<file path="src/rtl/dsp_chk_fifo.sv">
// Expected-value queue: registered storage, head read combinationally.
module dsp_chk_fifo #(
  parameter int unsigned WIDTH = 21,
  parameter int unsigned DEPTH = 8
) (
  input  logic             clk,
  input  logic             rst_n,
  input  logic             clear,
  input  logic             push,
  input  logic             pop,
  input  logic [WIDTH-1:0] wdata,
  output logic [WIDTH-1:0] rdata,
  output logic             full,
  output logic             empty
);

  localparam int unsigned AW = $clog2(DEPTH);

  logic [WIDTH-1:0] mem [DEPTH];
  logic [AW:0]      wptr_q, rptr_q;

  // Storage write; a push while full is only issued alongside a pop, so the slot is free.
  always_ff @(posedge clk) begin
    if (push) mem[wptr_q[AW-1:0]] <= wdata;
  end

  // Pointer update; clear wins over push and pop.
  always_ff @(posedge clk or negedge rst_n) begin
    if (!rst_n) begin
      wptr_q <= '0;
      rptr_q <= '0;
    end else if (clear) begin
      wptr_q <= '0;
      rptr_q <= '0;
    end else begin
      if (push) wptr_q <= wptr_q + 1'b1;
      if (pop)  rptr_q <= rptr_q + 1'b1;
    end
  end

  assign rdata = mem[rptr_q[AW-1:0]];
  assign empty = (wptr_q == rptr_q);
  assign full  = (wptr_q[AW] != rptr_q[AW]) && (wptr_q[AW-1:0] == rptr_q[AW-1:0]);

endmodule

</file>
<file path="config.mk">
export PLATFORM = sky130hd
export DESIGN_NAME = dsp_chk_fifo
export DESIGN_NICKNAME = d
export VERILOG_FILES = /design/src/rtl/dsp_chk_fifo.sv
export SDC_FILE = /design/constraint.sdc
export NUM_CORES = 1
export LEC_CHECK = 0
export CORE_MARGIN = 3
export CORE_UTILIZATION = 30
export CTS_BUF_LIST = sky130_fd_sc_hd__clkbuf_8
export DETAILED_ROUTE_END_ITERATION = 10
export GPL_TIMING_DRIVEN = 1
export HOLD_SLACK_MARGIN = 0.02
export PLACE_DENSITY_LB_ADDON = 0.25
export SYNTH_ARGS = -nofsm -noshare
export SYNTH_HDL_FRONTEND = slang
export SYNTH_SLANG_ARGS = --single-unit
</file>
<file path="constraint.sdc">
create_clock -name clk -period 4.15 [get_ports clk]
set_input_delay 0.415 -clock clk [delete_from_list [all_inputs] [get_ports clk]]
set_output_delay 0.415 -clock clk [all_outputs]
set_load 0.05 [all_outputs]
</file>
==> results.py, run 1 <==
metrics = {
    "detailed_routing": {
        "ant_nets": 0,
        "wl_per_cell_um": 18.8,
        "viasPerCell": 4.58,
        "drc": 0,
        "dr.pass1.iters": 4,
        "drt-total-wl_um": 13100,
        "vias": 3190,
        "first_iter_violations": 168,
    },
    "final_layout": {
        "fillers": 2054,
        "register_area_um2": 5250,
        "syn_to_final_growth_pct": 17.1,
        "final_area_um2": 8120,
        "final_nets": 432,
        "n_antenna_cell": 0,
        "final_common_cell": "edfxtp_1",
        "multi_input_area_um2": 1560,
        "final_core_util_pct": 36.5,
        "instances_no_fill": 697,
        "drive_above_1_share_pct": 20.1,
        "mostFrequentLayoutCells": "edfxtp_1 (168), clkdlybuf4s50_1 (48), nand2_1 (46)",
    },
    "sta": {
        "worstMarginPinSlew_ns": 1.10,
        "finalSetupTns_ns": 0,
        "skew_ns": 0.00689,
        "min_period_over_period_pct": 80.2,
        "timing.final.ws_setup_ns": 0.823,
        "fmax_mhz": 301,
        "setup_violations": 0,
        "period_needed_ns": 3.33,
        "finalMaxSlewViolations": 0,
        "rsz0062_at_grt": "false",
        "hold_violations": 0,
        "relSlewSlack_pct": 26.5,
        "hold_slack_ns": 0.242,
    },
    "worst_setup_path": {
        "regToRegEndpoint": "mem[7][19]",
        "crit_path_end": "rdata[14]",
        "rr_startpoint": "wptr_q[0]",
        "reg2reg_depth": 3,
        "crit_required_ns": 3.73,
        "critical_path_class": "flop to primary output",
        "startpoint": "rptr_q[0]",
        "cp-start-kind": "flop",
        "worstPathArrival_ns": 2.91,
        "reg2reg_slack_ns": 2.31,
        "crit_fanout": 21,
        "cp-end-kind": "primary output",
    },
    "floorplanning": {
        "die_height_um": 158,
        "die_w_um": 158,
        "coreArea_um2": 22200,
        "ioPinCount": 49,
        "initial_utilization_pct": 31.2,
        "rows": 54,
        "dieArea_um2": 25000,
    },
    "grt": {
        "grt_pass1_wl_um": 20400,
        "grt_pass1_vias": 3450,
        "overflow": 0,
        "grt_max_degree": 33,
        "antenna_found_initial": 1,
        "grt_usage_pct": 11.2,
    },
    "yosys": {
        "postSynthCellCount": 341,
        "netlist_area_um2": 6930,
        "netlist_top_cells_area": "edfxtp_1 (73%), mux4_2 (9.4%), mux4_1 (4.9%)",
        "synth_top_area_share_pct": 72.8,
        "synth.distinct_cells": 23,
        "synth_top_area_cell": "edfxtp_1",
        "synth_nets": 369,
        "yosys_warnings": 0,
        "ys_seq_elements": 176,
        "synth_area_per_cell_um2": 20.3,
        "ys_seq_area_share_pct": 75.7,
    },
    "placed_design": {
        "place_ws_ns": 1.25,
        "place_area_um2": 7750,
        "gp_congestion": 0.695,
        "dp_cells": 665,
        "io_buffer_count": 48,
        "hpwl_um": 7680,
    },
    "power_and_ir_drop": {
        "peakVddDrop_v": 0.000237,
        "p_leak_nw": 2.61,
        "internal_power_mw": 2.67,
        "p_clk_share_pct": 30.6,
        "power_density_nw_per_um2": 442,
        "p_sw_share_pct": 25.7,
        "power_frac_comb_pct": 13.2,
        "finalPower_mw": 3.59,
        "p_sw_mw": 0.924,
        "pwr-share-seq_pct": 56.2,
    },
    "clock_network": {
        "postCtsSetupBuffers": 0,
        "postCtsHoldBufs": 0,
        "cts_tree": "yes",
        "clockBufferDepth": 2,
        "clock_sink_count": 176,
        "numCtsBuffers": 17,
        "clk_latency_ns": 0.44,
        "clk_pin_slew_ns": 0.09,
        "htreeDepth": 4,
        "cts-resized-gates": 0,
        "root_buffer": "clkbuf_8",
    },
    "worst_hold_path": {
        "min_path_type": "primary input to asynchronous set/reset pin",
    },
    "job": {
        "cap_violations": 0,
    },
    "outcome": {
        "status": "complete, no violations",
    },
}
how the worst min path moves through the flow:
stage	from	end	slack (ns)	cells after the start
2_1_floorplan	rst_n	rptr_q[0]	0.12	0
3_3_place_gp	rptr_q[3]	rptr_q[3]	0.55	2
3_5_place_dp	rptr_q[3]	rptr_q[3]	0.56	2
4_1_cts	rst_n	wptr_q[0]	0.21	1
5_1_grt	rst_n	wptr_q[0]	0.22	1
6_report	rst_n	wptr_q[1]	0.24	1
worst max-delay path: stages, from the launching register on:
cell	delay (ns)
dfrtp_2	0.55
buf_4	0.45
mux4_2	0.56
nand2_1	0.08
nand2_1	0.11
clkdlybuf4s50_1	0.72
synthesized netlist by cell type:
library cell / count
buf_12: 3
o21ai_0: 1
nor2b_1: 1
mux4_1: 13
a21oi_1: 1
xor2_1: 3
buf_6: 1
or3_1: 1
nand2b_1: 24
ha_1: 2
nor2_1: 14
edfxtp_1: 168
buf_4: 6
nor3_1: 2
dfrtp_1: 8
nand3_1: 1
buf_2: 2
nand4_1: 1
clkbuf_1: 6
xnor2_1: 6
nand2_1: 46
mux4_2: 29
mux2i_1: 2
final cells by class:
class,instances,area share [%]
timing repair buffer,62,7.21
tap,280,4.32
clock buffer,17,2.88
clock inverter,15,1.68
sequential,176,64.7
multi-input combinational,147,19.3
routing by layer:
layer | up-vias | routed length, um | global-route usage [%]
met2 | 70 | 6760 | 19.2
met5 | - | 13 | 0
li1 | 1469 | - | -
met3 | 10 | 650 | 3.20
met4 | 2 | 142 | 3.40
met1 | 1639 | 5510 | 13.8
registers in the layout (all words and copies together), names as in the netlist:
register	flops
mem	168
rptr_q	4
wptr_q	4
cell families after synthesis:
| group | Yosys count | share of synthesized area (%) |
|---|---|---|
| compound gates | 2 | 0.144 |
| xor+xnor | 9 | 1.14 |
| fa+ha+maj | 2 | 0.361 |
| buf+inv | 18 | 2.15 |
| flops | 176 | 75.7 |
| mux | 44 | 14.6 |
| simple gates | 90 | 5.90 |
power by group through the flow:
stage | Clock (mW) | Combinational, mW | Sequential [mW]
2_1_floorplan | 0 | 0.339 | 2.04
3_3_place_gp | 0 | 0.482 | 2.06
3_5_place_dp | 0 | 0.485 | 2.06
4_1_cts | 1.14 | 0.486 | 2.02
5_1_grt | 1.21 | 0.510 | 2.02
6_report | 1.10 | 0.475 | 2.02
(Power assumes the default switching activity.)
==> run 2: changes to the inputs <==
- clock period: 4.15 -> 2.9 ns (I/O delays scaled with it)
==> results.py, run 2 (same netlist as run 1, synthesis figures left out) <==
metrics = {
    "outcome": {
        "status": "complete, no violations",
    },
    "sta": {
        "hold_violations": 0,
        "finalSetupTns_ns": 0,
        "rsz0062_at_grt": "false",
        "worstMarginPinSlew_ns": 0.543,
        "skew_ns": 0.0107,
        "setup_violations": 0,
        "min_period_over_period_pct": 84.2,
        "period_needed_ns": 2.44,
        "fmax_mhz": 410,
        "relSlewSlack_pct": 63.8,
        "finalMaxSlewViolations": 0,
    },
    "grt": {
        "grt_usage_pct": 11.4,
        "antenna_found_initial": 0,
        "overflow": 0,
        "grt_pass1_vias": 3455,
        "grt_pass1_wl_um": 20700,
        "grt_max_degree": 33,
    },
    "detailed_routing": {
        "wl_per_cell_um": 19.1,
        "drc": 0,
        "viasPerCell": 4.65,
        "first_iter_violations": 167,
        "dr.pass1.iters": 4,
        "vias": 3262,
        "drt-total-wl_um": 13400,
        "ant_nets": 0,
    },
    "floorplanning": {
        "dieArea_um2": 25000,
        "rows": 54,
        "ioPinCount": 49,
        "coreArea_um2": 22200,
        "die_w_um": 158,
        "die_height_um": 158,
        "initial_utilization_pct": 31.2,
    },
    "worst_setup_path": {
        "cpPeakStageDelay_ns": 0.65,
        "crit_fanout": 18,
        "worstPathArrival_ns": 2.15,
        "rr_startpoint": "wptr_q[1]",
        "critical_path_class": "flop to primary output",
        "cp-end-kind": "primary output",
        "crit_chain": "buf_4 -> mux4_2 -> nand2b_1 -> nand2_1 -> buf_4",
        "startpoint": "rptr_q[1]",
        "crit_required_ns": 2.61,
        "cp-start-kind": "flop",
        "crit_top_cell": "buf_4",
        "critPathSlowestCell": "dfrtp_2",
    },
    "final_layout": {
        "largest_reg_flops": 168,
        "drive_above_1_share_pct": 26.4,
        "final_common_cell": "edfxtp_1",
        "syn_to_final_growth_pct": 17.7,
        "n_antenna_cell": 0,
        "mostFrequentLayoutCells": "edfxtp_1 (168), nand2_1 (46), buf_4 (39)",
        "final_nets": 436,
    },
    "clock_network": {
        "root_buffer": "clkbuf_8",
        "numCtsBuffers": 17,
        "cts-resized-gates": 0,
        "clk_latency_ns": 0.44,
        "htreeDepth": 4,
        "postCtsHoldBufs": 0,
        "clock_sink_count": 176,
        "clk_pin_slew_ns": 0.09,
        "clockBufferDepth": 2,
        "cts_tree": "yes",
        "postCtsSetupBuffers": 0,
    },
    "job": {
        "cap_violations": 0,
    },
    "power_and_ir_drop": {
        "power_density_nw_per_um2": 649,
        "peakVddDrop_v": 0.000308,
        "p_leak_nw": 2.68,
        "finalPower_mw": 5.30,
    },
    "placed_design": {
        "io_buffer_count": 48,
        "hpwl_um": 8100,
        "gp_congestion": 0.717,
    },
    "worst_hold_path": {
        "min_path_type": "primary input to asynchronous set/reset pin",
    },
}
run 2: per-stage QoR:
step | cell area [um2] | setup slack, ns | std cells | hold slack [ns] | utilization, %
floorplan | 6930 | 0.402 | 341 | -0.00559 | -
global placement | 7740 | 0.899 | 669 | 0.543 | 34.8
detailed placement | 7740 | 0.887 | 669 | 0.556 | 34.8
CTS | 8160 | 0.376 | 701 | 0.116 | 36.7
global route | 8160 | 0.279 | 701 | 0.151 | 36.7
finish | 8160 | 0.458 | 701 | 0.139 | 36.7
run 2: power by group:
group | internal [mW] | total, mW | switching [mW]
clock | 0.861 | 1.74 | 0.881
combinational | 0.263 | 0.679 | 0.416
sequential | 2.85 | 2.88 | 0.0280
run 2: worst max-delay path: cells and delay by family (launching register included):
family | cells | cell delay (ns)
buf+inv | 2 | 0.55
flops | 1 | 0.65
mux | 1 | 0.33
simple gates | 2 | 0.16
run 2: path summary, 6_finish.rpt:
path | depth (start not counted) | to | slack, ns
setup reg to reg | 3 | mem[0][13] | 1.31
setup / recovery | 5 | rdata[14] | 0.46
max in group asynchronous | 1 | rptr_q[1] | 2.45
hold / removal | 1 | rptr_q[3] | 0.14
hold reg to reg | 2 | rptr_q[3] | 0.57
min in group clk | 1 | mem[5][5] | 0.57
run 2: layout make-up:
type,instances,area [um2]
multi-input cells,147,1560
flip-flops and latches,176,5250
fillers,2054,14100
clock buffers,17,234
clock inverters,15,183
repair buffers,66,583
well taps,280,350
run 2: per-layer routing:
metal | global-route usage, % | vias up | share of wire (%)
met5 | 0 | - | 0
met4 | 4.51 | 0 | 1.5
met3 | 2.41 | 16 | 3.4
met2 | 18.8 | 57 | 51
met1 | 14.9 | 1712 | 44
li1 | - | 1477 | -
==> run 3: changes to the inputs <==
- clock period: 2.9 -> 2 ns (I/O delays scaled with it)
==> results.py, run 3 (same netlist as run 1, synthesis figures left out) <==
metrics = {
    "power_and_ir_drop": {
        "p_leak_nw": 2.81,
        "pwr-share-seq_pct": 53.8,
        "p_sw_share_pct": 26.2,
        "power_density_nw_per_um2": 901,
        "peakVddDrop_v": 0.000374,
        "power_frac_comb_pct": 16.6,
        "internal_power_mw": 5.71,
        "p_sw_mw": 2.03,
        "p_clk_share_pct": 29.6,
    },
    "placed_design": {
        "place_area_um2": 7860,
        "place_ws_ns": 0.194,
        "hpwl_um": 7980,
        "io_buffer_count": 48,
        "gp_congestion": 0.673,
    },
    "sta": {
        "min_period_over_period_pct": 110,
        "finalSetupTns_ns": -3.41,
        "period_needed_ns": 2.20,
        "fmax_mhz": 454,
        "skew_ns": 0.0111,
        "timing.final.ws_setup_ns": -0.203,
        "finalMaxSlewViolations": 0,
        "worstMarginPinSlew_ns": 0.451,
        "setup_violations": 21,
        "rsz0062_at_grt": "true",
        "hold_violations": 0,
        "relSlewSlack_pct": 69.9,
    },
    "detailed_routing": {
        "wl_per_cell_um": 19.7,
        "drt-total-wl_um": 14100,
        "vias": 3281,
        "first_iter_violations": 198,
        "viasPerCell": 4.60,
        "drc": 0,
        "dr.pass1.iters": 4,
        "ant_nets": 0,
    },
    "grt": {
        "overflow": 0,
        "grt_max_degree": 25,
        "antenna_found_initial": 0,
        "grt_pass1_vias": 3546,
        "grt_usage_pct": 12.3,
        "grt_pass1_wl_um": 22000,
    },
    "outcome": {
        "failed_checks": "setup timing",
        "status": "finished with violations",
    },
    "final_layout": {
        "final_common_cell": "edfxtp_1",
        "fillers": 2019,
        "n_antenna_cell": 0,
        "largest_reg_flops": 168,
        "mostFrequentLayoutCells": "edfxtp_1 (168), mux4_2 (42), nand2_1 (29)",
        "final_area_um2": 8590,
        "final_nets": 449,
        "syn_to_final_growth_pct": 24.0,
        "drive_above_1_share_pct": 36.9,
        "final_core_util_pct": 38.7,
    },
    "floorplanning": {
        "dieArea_um2": 25000,
        "ioPinCount": 49,
        "coreArea_um2": 22200,
        "die_height_um": 158,
        "initial_utilization_pct": 31.2,
        "die_w_um": 158,
        "rows": 54,
    },
    "clock_network": {
        "clk_pin_slew_ns": 0.09,
        "clockBufferDepth": 2,
        "clk_latency_ns": 0.44,
        "root_buffer": "clkbuf_8",
        "clock_sink_count": 176,
        "numCtsBuffers": 17,
        "cts_tree": "yes",
        "htreeDepth": 4,
    },
    "worst_hold_path": {
        "whs_path_depth": 1,
        "min_path_type": "primary input to flop",
        "hp-start": "wdata[16]",
    },
    "worst_setup_path": {
        "cp-end-kind": "primary output",
        "startpoint": "rptr_q[0]",
        "crit_fanout": 6,
        "rr_startpoint": "wptr_q[0]",
        "critical_path_class": "flop to primary output",
        "cp-start-kind": "flop",
        "worstPathArrival_ns": 2.00,
        "reg2reg_depth": 3,
        "crit_required_ns": 1.80,
    },
    "job": {
        "cap_violations": 0,
    },
}
run 3: final timing paths:
check                             endpoint  slack (ns)
worst max-delay path              rdata[9]       -0.20
worst min-delay path            mem[2][16]        0.48
worst max register to register  mem[5][17]        0.40
worst min register to register   rptr_q[3]        0.57
max in group asynchronous        rptr_q[1]        1.12
min in group asynchronous        wptr_q[0]        0.57
run 3: final cells by class:
| cell class | instances | area, um2 | share of cell area (%) |
|---|---|---|---|
| sequential | 176 | 5250 | 61.1 |
| multi-input combinational | 147 | 1620 | 18.9 |
| timing repair buffer | 79 | 1000 | 11.6 |
| tap | 280 | 350 | 4.08 |
| clock buffer | 17 | 234 | 2.72 |
| clock inverter | 15 | 136 | 1.59 |
run 3: layer usage:
layer	GRT usage [%]	vias to the layer above	share of wire, %
met2	20.5	61	53
li1	-	1497	-
met1	15.7	1716	42
met4	4.01	0	0.89
met5	0	-	0
met3	3.14	7	3.7
run 3: what timing repair did:
item,4_1_cts,5_1_grt
gates cloned,6,0
setup buffers,7,0
setup endpoints to repair,22,23
pin swaps,11,11
hold buffers,1,0
gates resized for setup,64,11
hold endpoints to repair,4,0
run 3: power groups by stage:
stage	Sequential, mW	Combinational [mW]	Clock [mW]
5_1_grt	4.17	1.37	2.56
6_report	4.16	1.29	2.29
4_1_cts	4.16	1.29	2.37
3_5_place_dp	4.24	1.08	0
2_1_floorplan	4.23	0.703	0
3_3_place_gp	4.24	1.07	0
run 3: per-stage QoR:
step	std cells	hold WS, ns	power [mW]
floorplan	341	-0.0956	4.94
global placement	671	0.517	5.31
detailed placement	671	0.511	5.32
CTS	715	0.445	7.83
global route	714	0.458	8.10
finish	714	0.482	7.74
run 3: worst max-delay path, cell delays in order (launching register included):
cell and delay [ns]:
dfrtp_2 0.42, buf_6 0.15, buf_12 0.14, mux4_2 0.51
nand2b_1 0.10, nand2_2 0.08, buf_12 0.15
